`src/rtl/div_pkg.sv`:
```
// Shared types and constants for the div_seq divide sequencer and its
// special-case resolver.
package div_pkg;

  typedef enum logic [1:0] {
    IDLE = 2'd0,
    WAIT = 2'd1,
    DONE = 2'd2
  } state_t;

  localparam logic [63:0] INT64_MIN  = 64'h8000_0000_0000_0000;
  localparam logic [31:0] INT32_MIN  = 32'h8000_0000;
  localparam logic [63:0] ALL_ONES64 = 64'hFFFF_FFFF_FFFF_FFFF;

  // Latency counter width; a one-cycle latency still needs a 1-bit counter.
  function automatic int cnt_width(input int latency);
    return (latency > 1) ? $clog2(latency) : 1;
  endfunction

endpackage

```
`src/rtl/div_special.sv`:
```
// RISC-V signed-divide special-case resolver: divide by zero, overflow and
// DIVW sign extension applied on top of the raw divider quotient.
module div_special
  import div_pkg::*;
(
  input  logic [63:0] a,
  input  logic [63:0] b,
  input  logic        word,
  input  logic [63:0] quotient,
  output logic        is_special,
  output logic [63:0] final_result
);

  always_comb begin
    // NOTE: every output gets a default first so no path can infer a latch.
    is_special   = 1'b0;
    final_result = quotient;
    if (word) begin
      if (b[31:0] == 32'h0) begin
        is_special   = 1'b1;
        final_result = ALL_ONES64;
      end else if (a[31:0] == INT32_MIN && b[31:0] == 32'hFFFF_FFFF) begin
        is_special   = 1'b1;
        final_result = {32'hFFFF_FFFF, INT32_MIN};
      end else begin
        final_result = {{32{quotient[31]}}, quotient[31:0]};
      end
    end else begin
      if (b == 64'h0) begin
        is_special   = 1'b1;
        final_result = ALL_ONES64;
      end else if (a == INT64_MIN && b == ALL_ONES64) begin
        is_special   = 1'b1;
        final_result = a;
      end
    end
  end

endmodule

```
`src/rtl/div_seq.sv`:
```
// Multi-cycle sequencer around the EXU's combinational signed divider.
// Optional feature macro: DIV_SPECIAL_CASE_EARLY_EN (special cases resolved at accept).
module div_seq
  import div_pkg::*;
#(
  parameter int LATENCY = 4,
  parameter int XLEN    = 64
) (
  input  logic            clock,
  input  logic            reset_n,
  input  logic            in_valid,
  output logic            in_ready,
  input  logic [XLEN-1:0] in_a,
  input  logic [XLEN-1:0] in_b,
  input  logic            in_word,
  input  logic [4:0]      in_rd,
  input  logic            flush,
  output logic [XLEN-1:0] div_a,
  output logic [XLEN-1:0] div_b,
  output logic            div_word,
  input  logic [XLEN-1:0] div_result,
  output logic            out_valid,
  input  logic            out_ready,
  output logic [XLEN-1:0] out_result,
  output logic [4:0]      out_rd,
  output logic            busy
);

  localparam int CNT_W = cnt_width(LATENCY);

  state_t            state;
  logic [CNT_W-1:0]  cnt;
  logic [XLEN-1:0]   cap_result;
  logic              unused_cap_special;

  // Resolver on the registered operands; its result is what writeback sees.
  div_special u_cap (
    .a            (div_a),
    .b            (div_b),
    .word         (div_word),
    .quotient     (div_result),
    .is_special   (unused_cap_special),
    .final_result (cap_result)
  );

`ifdef DIV_SPECIAL_CASE_EARLY_EN
  logic            early_special;
  logic [XLEN-1:0] early_result;

  // Special-case results never depend on the quotient, so none is supplied.
  div_special u_early (
    .a            (in_a),
    .b            (in_b),
    .word         (in_word),
    .quotient     ({XLEN{1'b0}}),
    .is_special   (early_special),
    .final_result (early_result)
  );
`endif

  assign in_ready = (state == IDLE);
  assign busy     = (state != IDLE);

  // NOTE: sequential state uses non-blocking assignments only, so every
  // register samples pre-edge values regardless of statement order.
  always_ff @(posedge clock or negedge reset_n) begin
    if (!reset_n) begin
      state      <= IDLE;
      cnt        <= '0;
      div_a      <= '0;
      div_b      <= '0;
      div_word   <= 1'b0;
      out_rd     <= '0;
      out_result <= '0;
      out_valid  <= 1'b0;
    end else if (flush) begin
      state     <= IDLE;
      out_valid <= 1'b0;
    end else begin
      unique case (state)
        IDLE: begin
          if (in_valid) begin
            div_a    <= in_a;
            div_b    <= in_b;
            div_word <= in_word;
            out_rd   <= in_rd;
            cnt      <= CNT_W'(LATENCY - 1);
            state    <= WAIT;
`ifdef DIV_SPECIAL_CASE_EARLY_EN
            if (early_special) begin
              out_result <= early_result;
              out_valid  <= 1'b1;
              state      <= DONE;
            end
`endif
          end
        end
        WAIT: begin
          if (cnt == '0) begin
            out_result <= cap_result;
            out_valid  <= 1'b1;
            state      <= DONE;
          end else begin
            cnt <= cnt - CNT_W'(1);
          end
        end
        DONE: begin
          if (out_ready) begin
            out_valid <= 1'b0;
            state     <= IDLE;
          end
        end
        default: state <= IDLE;
      endcase
    end
  end

endmodule

```
`config.mk`:
```
export PLATFORM = sky130hd
export DESIGN_NAME = div_seq
export DESIGN_NICKNAME = d
export VERILOG_FILES = /design/src/rtl/div_pkg.sv /design/src/rtl/div_special.sv /design/src/rtl/div_seq.sv
export SDC_FILE = /design/constraint.sdc
export NUM_CORES = 1
export LEC_CHECK = 0
export CAP_MARGIN = 25
export CELL_PAD_IN_SITES_DETAIL_PLACEMENT = 1
export CELL_PAD_IN_SITES_GLOBAL_PLACEMENT = 1
export CORE_MARGIN = 3
export CORE_UTILIZATION = 33
export DETAILED_ROUTE_END_ITERATION = 12
export HOLD_SLACK_MARGIN = 0.1
export PLACE_DENSITY = 0.93
export SLEW_MARGIN = 5
export SYNTH_ARGS = -nofsm -noshare
export SYNTH_HDL_FRONTEND = slang
export SYNTH_SLANG_ARGS = --single-unit
```
`constraint.sdc`:
```
create_clock -name clock -period 4.2 [get_ports clock]
set_clock_uncertainty 0.15 [all_clocks]
set_input_delay 0.84 -clock clock [delete_from_list [all_inputs] [get_ports clock]]
set_output_delay 0.84 -clock clock [all_outputs]
set_load 0.01 [all_outputs]
```
==> results.py, run 1 <==
metrics = {
    "route": {
        "met1_length_mm": 12.0,
        "top_layer": "met5",
        "routed_via_density": 5.08,
        "wl_met2_mm": 17.8,
        "postRouteWirelength_mm": 33.5,
        "drt_iter0_markers": 379,
        "dr.pass1.iters": 4,
        "final_antenna_net_count": 0,
        "drc_errors": 0,
        "dr_total_vias": 7062,
        "wl_met3_mm": 2.72,
        "drt-wirelength-per-cell_um": 24.1,
    },
    "clocking": {
        "clk_pin_slew_ns": 0.06,
        "cts_setup_buffers": 0,
        "clock_sink_count": 203,
        "cts_resized": 0,
        "cts-root-buf": "clkbuf_16",
        "cts_tree": "yes",
        "cts_buffers": 24,
        "htreeDepth": 1,
        "cts_buffer_depth": 3,
        "clk_latency_ns": 0.51,
        "cts_hold_buf": 0,
    },
    "global_routing": {
        "grt_max_degree": 136,
        "overflow": 0,
        "grt_pass1_wl_mm": 48.9,
        "antenna_found_initial": 1,
        "grt_pass1_vias": 7914,
        "grt.total_usage_pct": 23.7,
    },
    "setup_path": {
        "reg2reg_to": "out_result[2]$_DFFE_PN0P_",
        "critPathCaptureType": "flip-flop",
        "rr_startpoint": "div_a[35]$_DFFE_PN0P_",
        "worstPathRequired_ns": 4.42,
        "arrival_ns": 3.28,
        "critPathKind": "flip-flop to flip-flop",
        "ff2ff_setup_slack_ns": 1.14,
        "critPathLaunchType": "flip-flop",
        "reg2reg_depth": 8,
        "cp_max_fo": 31,
    },
    "outcome": {
        "status": "completed",
    },
    "synthesis": {
        "syn_avg_cell_area_um2": 12.9,
        "synth_top_area_share_pct": 61.2,
        "yosys_warnings": 0,
        "async_flop_share_pct": 100,
        "ys_seq_area_share_pct": 61.2,
        "syn_nets": 848,
        "postSynthCellCount": 644,
        "synth_cell_types": 38,
        "ys.flop_type": "dfrtp_1",
        "synth_top_area_cell": "dfrtp_1",
        "synth_edf_count": 0,
        "syn_area_mm2": 0.00829,
        "ys_seq_elements": 203,
        "synth_area_leaders": "dfrtp_1 (61%), mux2_2 (18%), a21oi_2 (3.4%)",
    },
    "power": {
        "power.leakage_uw": 0.00541,
        "power_uw": 8070,
        "p_per_area_mw_per_mm2": 596,
        "vdd_drop_max_v": 0.000336,
    },
    "finish": {
        "drive_above_1_share_pct": 20.5,
        "nNetsFinal": 1252,
        "syn2layout_area_growth_pct": 63.2,
    },
    "timing": {
        "setup_tns_ns": 0,
        "finalCritPeriodShare_pct": 73.0,
        "hold_viol_final": 0,
        "timing.hold.ws_ns": 0.296,
        "slew_violations": 0,
        "tightest_slew_ns": 0.928,
        "timing.slew.headroom_pct": 38.2,
        "finalWorstSetupSlack_ns": 1.14,
        "finalSetupViolations": 0,
        "clock.fmax_mhz": 326,
        "min_period_ns": 3.06,
        "grt_setup_unrepaired": "false",
    },
    "placed_design": {
        "place_ws_ns": 0.965,
        "post-dp-hpwl_mm": 24.5,
        "place.gp.congestion": 0.802,
        "io_buffers": 403,
    },
    "floorplanning": {
        "die-area_mm2": 0.0271,
        "die_h_um": 165,
        "rows": 57,
        "coreArea_mm2": 0.0245,
        "ios": 404,
        "start_util_pct": 33.8,
        "die_x_um": 165,
    },
    "min_path": {
        "hold_path.class": "input pin to asynchronous set/reset pin",
    },
    "run": {
        "max-cap-violations": 0,
    },
}
cell families (layout without fill, tap and decap cells):
logic type / count (synthesis) / in the layout / synth area share [%]
compound gates: 80 / 80 / 7.04
fa+ha+maj: 1 / 1 / 0.151
buf+inv: 39 / 460 / 2.20
flops: 203 / 203 / 61.2
mux: 134 / 134 / 18.2
other cells: 0 / 2 / 0
simple gates: 187 / 187 / 11.2
flip-flops by register name (all words and copies together) (netlist names):
name,count
out_result,64
div_b,64
state,2
div_a,64
out_rd,5
out_valid,1
div_word,1
cnt,2
worst max-delay path: stages, from the launching register on:
cell and delay (ns):
dfrtp_1 0.42, nor4_1 0.56, nand3_1 0.22, nor4_1 0.53, buf_4 0.23, o2111ai_1 0.14
a21oi_2 0.21, buf_4 0.33, nor2_1 0.12
layout by cell type, fill, tap and decap left out, types with 2 or more instances in the layout:
cell               n
a21oi_1            7
a21oi_2           31
and4b_1            2
buf_12             2
buf_4              6
bufinv_16          2
clkbuf_1           7
clkbuf_16         25
clkbuf_8           7
clkdlybuf4s50_1  402
clkinv_2           4
dfrtp_1          203
diode_2            2
inv_1              4
mux2_2           133
nand2_1           45
nand3_1            3
nand4_1           14
nand4b_1           3
nor2_1            72
nor3_1             3
nor4_1            26
nor4b_1            4
o21ai_0            3
o22ai_1           30
or3_1              2
or4_1              5
stage by stage:
step	area (µm²)	std cells	util (%)
2_1_floorplan	8290	644	-
3_3_place_gp	12700	1344	51.7
3_5_place_dp	12700	1344	51.7
4_1_cts	13500	1387	55.0
5_1_grt	13500	1389	55.1
6_report	13500	1391	55.2
worst max-delay path by stage:
stage,start,to,slack (ns),cells past startpoint
3_3_place_gp,flush,out_result[8]$_DFFE_PN0P_,1.14,5
5_1_grt,div_a[35]$_DFFE_PN0P_,out_result[2]$_DFFE_PN0P_,0.98,8
2_1_floorplan,state[0]$_DFFE_PN0P_,div_b[12]$_DFFE_PN0P_,1.76,7
6_report,div_a[35]$_DFFE_PN0P_,out_result[2]$_DFFE_PN0P_,1.14,8
3_5_place_dp,flush,out_result[2]$_DFFE_PN0P_,0.96,5
4_1_cts,div_b[60]$_DFFE_PN0P_,out_result[2]$_DFFE_PN0P_,1.02,6
power breakdown:
part           switching (µW)  internal, µW  total (µW)  leakage (µW)
Combinational            1160          1670        2830       0.00262
Sequential                526          2570        3100       0.00239
Clock                     827          1310        2140      0.000402
Total                    2510          5550        8070       0.00541
synthesized netlist by cell type, types with 5 or more instances:
master / number
dfrtp_1: 203
mux2_2: 133
nor2_1: 72
nand2_1: 45
a21oi_2: 32
o22ai_1: 30
nor4_1: 26
clkbuf_1: 21
nand4_1: 14
buf_2: 11
a21oi_1: 7
or4_1: 5
layout make-up:
| type | count | area (µm²) |
|---|---|---|
| Inverter | 4 | 15.0 |
| Clock inverter | 6 | 80.1 |
| Fill cell | 2469 | 11000 |
| Clock buffer | 37 | 731 |
| Timing Repair Buffer | 413 | 4150 |
| Tap cell | 324 | 405 |
| Sequential cell | 203 | 5080 |
| Antenna cell | 2 | 5.00 |
| Multi-Input combinational cell | 402 | 3060 |
metal layers:
metal  track usage (%)  vias to the layer above
met4              7.82                        2
met1              25.9                     3546
li1                  -                     3139
met2              43.4                      309
met5                 0                        -
met3              7.35                       66
(Power assumes the default switching activity.)
==> inputs of run 2 (changes only) <==
--- a/config.mk
+++ b/config.mk
@@ -9,10 +9,10 @@
 export CELL_PAD_IN_SITES_DETAIL_PLACEMENT = 1
 export CELL_PAD_IN_SITES_GLOBAL_PLACEMENT = 1
 export CORE_MARGIN = 3
-export CORE_UTILIZATION = 33
+export CORE_UTILIZATION = 31
 export DETAILED_ROUTE_END_ITERATION = 12
 export HOLD_SLACK_MARGIN = 0.1
-export PLACE_DENSITY = 0.93
+export PLACE_DENSITY = 0.89
 export SLEW_MARGIN = 5
 export SYNTH_ARGS = -nofsm -noshare
 export SYNTH_HDL_FRONTEND = slang
==> constraint.sdc (replaced) <==
create_clock -name clock -period 2.95 [get_ports clock]
set_clock_uncertainty 0.15 [all_clocks]
set_input_delay 0.59 -clock clock [delete_from_list [all_inputs] [get_ports clock]]
set_output_delay 0.59 -clock clock [all_outputs]
set_load 0.01 [all_outputs]
==> run 2 against run 1 <==
Via count rose by 0.47%. Power is 41% higher. Worst setup slack got worse by 1.0 ns. Clock power increased by 40%. Largest power group unchanged.
==> results.py, run 2 (synthesized netlist as in run 1, its figures left out) <==
metrics = {
    "timing": {
        "slew_violations": 0,
        "clock.fmax_mhz": 353,
        "hold_viol_final": 0,
        "finalCritPeriodShare_pct": 96.1,
        "timing.slew.headroom_pct": 61.3,
        "tightest_slew_ns": 0.572,
        "finalSetupViolations": 0,
        "timing.hold.ws_ns": 0.367,
        "min_period_ns": 2.84,
        "setup_tns_ns": 0,
    },
    "route": {
        "postRouteWirelength_mm": 32.7,
        "drt-wirelength-per-cell_um": 23.0,
        "drc_errors": 0,
        "dr.pass1.iters": 4,
        "final_antenna_net_count": 0,
        "dr_total_vias": 7095,
        "drt_iter0_markers": 392,
        "routed_via_density": 5.00,
    },
    "finish": {
        "layout_commonest_cell": "clkdlybuf4s50_1",
        "multi_input_area_mm2": 0.00306,
        "final_cell_mix": "clkdlybuf4s50_1 (402), dfrtp_1 (203), mux2_2 (133), nor2_1 (72), nand2_1 (45)",
        "fillers": 2650,
        "nNetsFinal": 1270,
        "syn2layout_area_growth_pct": 65.8,
        "seqCellArea_mm2": 0.00508,
        "drive_above_1_share_pct": 22.2,
        "final_util_pct": 52.5,
        "reg_top3": "div_a x64, div_b x64, out_result x64",
    },
    "setup_path": {
        "cp-startpoint": "div_a[4]$_DFFE_PN0P_",
        "reg2reg_depth": 8,
        "critPathKind": "flip-flop to flip-flop",
        "critPathLaunchType": "flip-flop",
        "worstPathRequired_ns": 3.24,
        "reg2reg_to": "out_result[31]$_DFFE_PN0P_",
        "arrival_ns": 3.12,
        "critPathCaptureType": "flip-flop",
        "rr_startpoint": "div_a[4]$_DFFE_PN0P_",
        "critical_path.endpoint": "out_result[31]$_DFFE_PN0P_",
        "cp_max_fo": 18,
        "ff2ff_setup_slack_ns": 0.11,
    },
    "floorplanning": {
        "start_util_pct": 31.6,
        "die_h_um": 170,
        "ios": 404,
        "die_x_um": 170,
        "rows": 59,
        "coreArea_mm2": 0.0262,
        "die-area_mm2": 0.0288,
    },
    "power": {
        "seqPwrFrac_pct": 38.6,
        "vdd_drop_max_v": 0.000524,
        "power_uw": 11400,
        "power.leakage_uw": 0.00551,
        "switching_share_pct": 31.3,
        "p_per_area_mw_per_mm2": 829,
        "p_int_uw": 7830,
        "p_clk_share_pct": 26.2,
        "combPwrFrac_pct": 35.1,
        "p_sw_uw": 3570,
    },
    "global_routing": {
        "overflow": 0,
        "grt_max_degree": 76,
        "antenna_found_initial": 2,
        "grt.total_usage_pct": 22.0,
        "grt_pass1_vias": 8087,
        "grt_pass1_wl_mm": 49.2,
    },
    "clocking": {
        "cts_buffers": 24,
        "cts_tree": "yes",
        "cts_buffer_depth": 3,
        "clk_pin_slew_ns": 0.06,
        "clk_latency_ns": 0.53,
        "clock_sink_count": 203,
        "cts-root-buf": "clkbuf_16",
        "htreeDepth": 1,
    },
    "outcome": {
        "status": "completed",
    },
    "placed_design": {
        "place.gp.congestion": 0.810,
        "io_buffers": 403,
        "post-dp-hpwl_mm": 23.3,
    },
    "min_path": {
        "hold_path.class": "flip-flop to flip-flop",
    },
    "run": {
        "max-cap-violations": 0,
    },
}
==> run 2: changes by cell type in the layout (fill, tap and decap cells not counted), moves of 2 or more <==
cell	delta
buf_12	+8
clkinvlp_4	+2
buf_4	+11
clkbuf_1	-4
==> run 2: worst min-delay path by stage <==
stage | endpoint | cells past startpoint | from | slack, ns
detailed placement | out_rd[4]$_DFFE_PN0P_ | 1 | out_rd[4]$_DFFE_PN0P_ | 0.35
CTS | out_result[48]$_DFFE_PN0P_ | 2 | out_result[48]$_DFFE_PN0P_ | 0.37
floorplan | cnt[0]$_DFFE_PN0P_ | 0 | reset_n | 0.14
global placement | out_rd[4]$_DFFE_PN0P_ | 1 | out_rd[4]$_DFFE_PN0P_ | 0.34
finish | out_result[48]$_DFFE_PN0P_ | 2 | out_result[48]$_DFFE_PN0P_ | 0.37
global route | out_result[44]$_DFFE_PN0P_ | 2 | out_result[44]$_DFFE_PN0P_ | 0.40
==> run 2: through the flow <==
stage / instance area, µm² / instances / setup WS, ns
floorplan: 8290 / 644 / 0.507
global placement: 12900 / 1372 / 0.109
CTS: 13700 / 1416 / 0.0103
global route: 13800 / 1419 / -0.00796
detailed placement: 12900 / 1372 / 0.0521
finish: 13800 / 1419 / 0.114
==> run 2: area by class of cell <==
class | count | share of cell area (%)
multi-input combinational | 402 | 22.3
tap | 335 | 3.05
sequential | 203 | 36.9
clock inverter | 9 | 0.655
inverter | 4 | 0.109
timing repair buffer | 431 | 31.8
clock buffer | 34 | 5.15
antenna | 1 | 0.0182
==> run 2: power groups by stage <==
stage          Sequential (µW)  Combinational, µW  Clock [µW]
2_1_floorplan             4670               1100           0
3_5_place_dp              4420               4000           0
5_1_grt                   4530               4290        3170
3_3_place_gp              4360               3890           0
4_1_cts                   4410               4060        3060
6_report                  4410               4010        2990
==> run 2: layer usage <==
metal / vias up / global-route usage (%) / wire length, µm
li1: 3174 / - / -
met1: 3540 / 25.1 / 12400
met2: 320 / 39.8 / 16700
met3: 59 / 6.59 / 2640
met4: 2 / 6.40 / 980
met5: - / 0 / 13
==> run 2: worst max-delay path: stages (launching register included) <==
cell and delay, ns:
dfrtp_1 0.40, or4_1 0.56, or4_4 0.52, nor4_4 0.21, buf_4 0.18, a2111o_1 0.21
a21oi_4 0.16, buf_12 0.22, a21oi_1 0.14
==> run 2: repair_timing <==
| action | 4_1_cts | 5_1_grt |
|---|---|---|
| pin swaps | 1 | 1 |
| setup endpoints to repair | 24 | 22 |
| setup buffers | 0 | 2 |
| hold buffers | 1 | 0 |
| resized for setup | 0 | 1 |
| endpoints found under the hold margin | 46 | 0 |
